==> config.mk <==
export PLATFORM = sky130hd
export DESIGN_NAME = cmd_parser
export DESIGN_NICKNAME = d
export VERILOG_FILES = /design/src/rtl/cmd_parser.sv
export SDC_FILE = /design/constraint.sdc
export NUM_CORES = 1
export LEC_CHECK = 0
export ABC_CLOCK_PERIOD_IN_PS = 4900
export CAP_MARGIN = 25
export CORE_AREA = 8 8 93 95
export CTS_BUF_LIST = sky130_fd_sc_hd__clkbuf_4
export DETAILED_ROUTE_END_ITERATION = 12
export DIE_AREA = 0 0 101 103
export HOLD_SLACK_MARGIN = 0.1
export MAX_ROUTING_LAYER = met4
export PLACE_DENSITY_LB_ADDON = 0.12
export SYNTH_ARGS = -nofsm -noshare
export SYNTH_HDL_FRONTEND = slang
export SYNTH_SLANG_ARGS = --single-unit
==> constraint.sdc <==
create_clock -name clk -period 4.9 [get_ports clk]
set_clock_uncertainty 0.2 [all_clocks]
set_input_delay 1.225 -clock clk [delete_from_list [all_inputs] [get_ports clk]]
set_output_delay 1.225 -clock clk [all_outputs]
set_load 0.05 [all_outputs]
==> src/rtl/cmd_parser.sv <==
// cmd_parser: frames SUMP short (1-byte) and long (opcode + 4 data bytes) commands from a byte stream,
// discarding partial long commands after an inter-byte timeout.
module cmd_parser #(
  parameter int TIMEOUT = 100000,
  parameter int CW      = 17
) (
  input  logic        clk,
  input  logic        rst,
  input  logic        rx_valid,
  input  logic [7:0]  rx_data,
  output logic [7:0]  cmd_code,
  output logic [31:0] cmd_data,
  output logic        cmd_valid,
  output logic        busy,
  output logic        timeout_err
);
  typedef enum logic {IDLE, DATA} state_t;
  localparam logic [CW-1:0] TLIM = CW'(TIMEOUT > 0 ? TIMEOUT - 1 : 0);
  state_t        state;
  logic [7:0]    opcode;
  logic [31:0]   shadow;
  logic [1:0]    cnt;
  logic [CW-1:0] tmr;
  logic          expire;
  assign expire = (TIMEOUT > 0) && (state == DATA) && !rx_valid && (tmr == TLIM);
  always_ff @(posedge clk or posedge rst) begin
    if (rst) begin
      state       <= IDLE;
      opcode      <= '0;
      shadow      <= '0;
      cnt         <= '0;
      tmr         <= '0;
      cmd_code    <= '0;
      cmd_data    <= '0;
      cmd_valid   <= 1'b0;
      busy        <= 1'b0;
      timeout_err <= 1'b0;
    end else begin
      cmd_valid   <= 1'b0;
      timeout_err <= 1'b0;
      if (state == IDLE) begin
        tmr <= '0;
        if (rx_valid && !rx_data[7]) begin
          cmd_code  <= rx_data;
          cmd_data  <= '0;
          cmd_valid <= 1'b1;
        end else if (rx_valid) begin
          opcode <= rx_data;
          shadow <= '0;
          cnt    <= '0;
          state  <= DATA;
          busy   <= 1'b1;
        end
      end else if (rx_valid) begin
        tmr                  <= '0;
        cnt                  <= cnt + 2'd1;
        shadow[{cnt, 3'b000} +: 8] <= rx_data;
        if (cnt == 2'd3) begin
          cmd_code  <= opcode;
          cmd_data  <= {rx_data, shadow[23:0]};
          cmd_valid <= 1'b1;
          busy      <= 1'b0;
          state     <= IDLE;
        end
      end else if (expire) begin
        timeout_err <= 1'b1;
        busy        <= 1'b0;
        state       <= IDLE;
        tmr         <= '0;
      end else if (TIMEOUT > 0 && tmr != '1) begin
        tmr <= tmr + 1'b1;
      end
    end
  end
endmodule

==> results.ini <==
[outcome]
run_status = finished clean

[hold_path]
hold_path.class = register to register

[timing]
rsz0062_at_grt = no
tightest_slew_ns = 0.948
fmax_ghz = 0.325
maxSlewHeadroom = 0.363
fin_crit_ns = 3.08
post-route-period-util = 0.628
drv_slew = 0
finalSetupViolations = 0
final.setup.tns_ns = 0
hold_viol = 0

[setup_path]
crit_path_start_kind = register
cp_cell_sequence = clkdlybuf4s50_1
cp_num_buf_inv = 1
slowest_delay_ns = 0.82
critPathTopFamily = buffers and inverters
end_kind = output port
required_ns = 3.47
cp.arrival_ns = 1.65
critPathMaxFanout = 2
critical_path_class = register to output port
cp_slowest_cell = clkdlybuf4s50_1

[floorplan]
core_sq_mm = 0.00714
die_w_um = 101
start_util = 0.547
io_pins = 54
fp.dieH_um = 103
row_count = 31
die_area_sq_mm = 0.0104

[global_routing]
grt_start_max_net_pins = 37
grt_pass1_vias = 2808
gr-total-overflow = 0
grt_pass1_wl_mm = 14.0
antenna_found_initial = 0
track_usage = 0.176

[layout]
syn2layout_area_growth_pct = 18.8
design_area_sq_mm = 0.00464
stdcell_count = 481
antenna_cells = 0
layout_commonest_cell = dfrtp_1
layout_common_cells = dfrtp_1 (95), clkdlybuf4s50_1 (53), a22o_1 (48)
fin_nets = 394
drive_gt1_frac = 0.0864

[cts]
clk_pin_slew_ns = 0.15
cts_buffers = 9
htree_levels = 3
post_cts_buffers = 0
clk_latency_ns = 0.43
clockRootBuffer = clkbuf_4
post_cts_resized = 0
clockBufferDepth = 2
cts_tree = done
cts_sinks = 95
holdBufCountCts = 0

[logic_synthesis]
synth_top_area_frac = 0.609
ys_seq_area_frac = 0.609
synth_cell_types = 36
ys_async_sr_fraction = 1.00
yosys.area.top_type = dfrtp_1
ys_warn_count = 0
syn_nets = 342
syn_area_sq_mm = 0.00390
syn_inst = 325
synth_ff_type = dfrtp_1
avgSynthCellArea_sq_um = 12.0
synth_edf_count = 0
synthTopCellsByArea = dfrtp_1 (61%), a22o_1 (11%), nand2_1 (3.2%)
ys_seq_elements = 95

[routing]
drt_wl_total_mm = 8.11
vias = 2707
drcViolationCount = 0
avgRoutedWirePerCell_um = 16.9
viasPerCell = 5.63
firstDrtPassIters = 4
drt-initial-drc-count = 161
ant_nets = 0

[run]
maxCapViolCount = 0

[power_and_ir_drop]
power.density_mw_per_mm2 = 449
peakVddDrop_v = 0.000338
p_leak_uw = 0.00203

[placement]
place_inst = 465
place_area_sq_mm = 0.00452
dp_hpwl_mm = 5.63
place_congestion = 0.777
io_buffers = 53

[synthesized netlist by cell type (3+ instances only)]
cell type  instances
a22o_1            48
and2_1             3
buf_2              4
clkbuf_1          10
dfrtp_1           95
ha_1               6
inv_1              8
mux2_2             7
mux2i_1            9
nand2_1           33
nand2b_1           5
nand3_1            6
nor2_1            23
nor3_1             5
nor4_1             6
o21ai_0           19
o21ai_1            3
xnor2_1           13
[cell families after synthesis]
family,after synthesis,synth area share
and+or+nand+nor,96,0.126
DFF,95,0.609
AOI/OAI and AO/OA,74,0.145
buffers and inverters,24,0.0263
muxes,16,0.0433
xor gates and xnor gates,14,0.0314
adders and majority gates,6,0.0192
[metal layers]
metal,GRT usage,routed length (um)
met2,0.256,3710
met5,-,0
met4,0.0767,121
met1,0.237,3800
met3,0.0324,472
[stage by stage]
step	hold WS (ns)	setup slack [ns]	utilization	power [uW]
finish	0.289	1.82	0.650	2080
CTS	0.299	1.80	0.650	2110
global placement	0.250	1.43	0.633	1710
floorplan	0.235	0.998	-	1510
detailed placement	0.261	1.36	0.633	1730
global route	0.319	1.64	0.650	2200
[cell type report]
class | count | area [sq um]
fill | 595 | 2500
multi-input combinational | 206 | 1430
tap | 99 | 124
sequential | 95 | 2380
inverter | 8 | 31.3
timing repair buffer | 57 | 561
clock inverter | 7 | 53.8
clock buffer | 9 | 67.6
[report_power, final]
group	internal (uW)	switching, uW	leakage, uW	total (uW)
Clock	109	264	0.0000594	372
Combinational	246	431	0.000693	677
Sequential	923	111	0.00128	1030
Total	1280	806	0.00203	2080
[worst paths after layout]
kind | start | end | slack, ns | cells past startpoint
max in group asynchronous | rst | cmd_code[4]$_DFFE_PP0P_ | 2.70 | 3
max reg2reg | tmr[3]$_DFFE_PP0P_ | tmr[15]$_DFFE_PP0P_ | 2.08 | 8
min | opcode[7]$_DFFE_PP0P_ | opcode[7]$_DFFE_PP0P_ | 0.29 | 1
min reg2reg | opcode[7]$_DFFE_PP0P_ | opcode[7]$_DFFE_PP0P_ | 0.29 | 1
min in group asynchronous | rst | cmd_valid$_DFF_PP0_ | 0.93 | 2
max | cmd_data[18]$_DFFE_PP0P_ | cmd_data[18] | 1.82 | 1
[registers in the layout (all words and copies together), names as in the netlist]
register	flops
cmd_data	32
shadow	24
tmr	17
cmd_code	8
opcode	8
cnt	2
busy	1
cmd_valid	1
state	1
timeout_err	1
(Power assumes the default switching activity.)
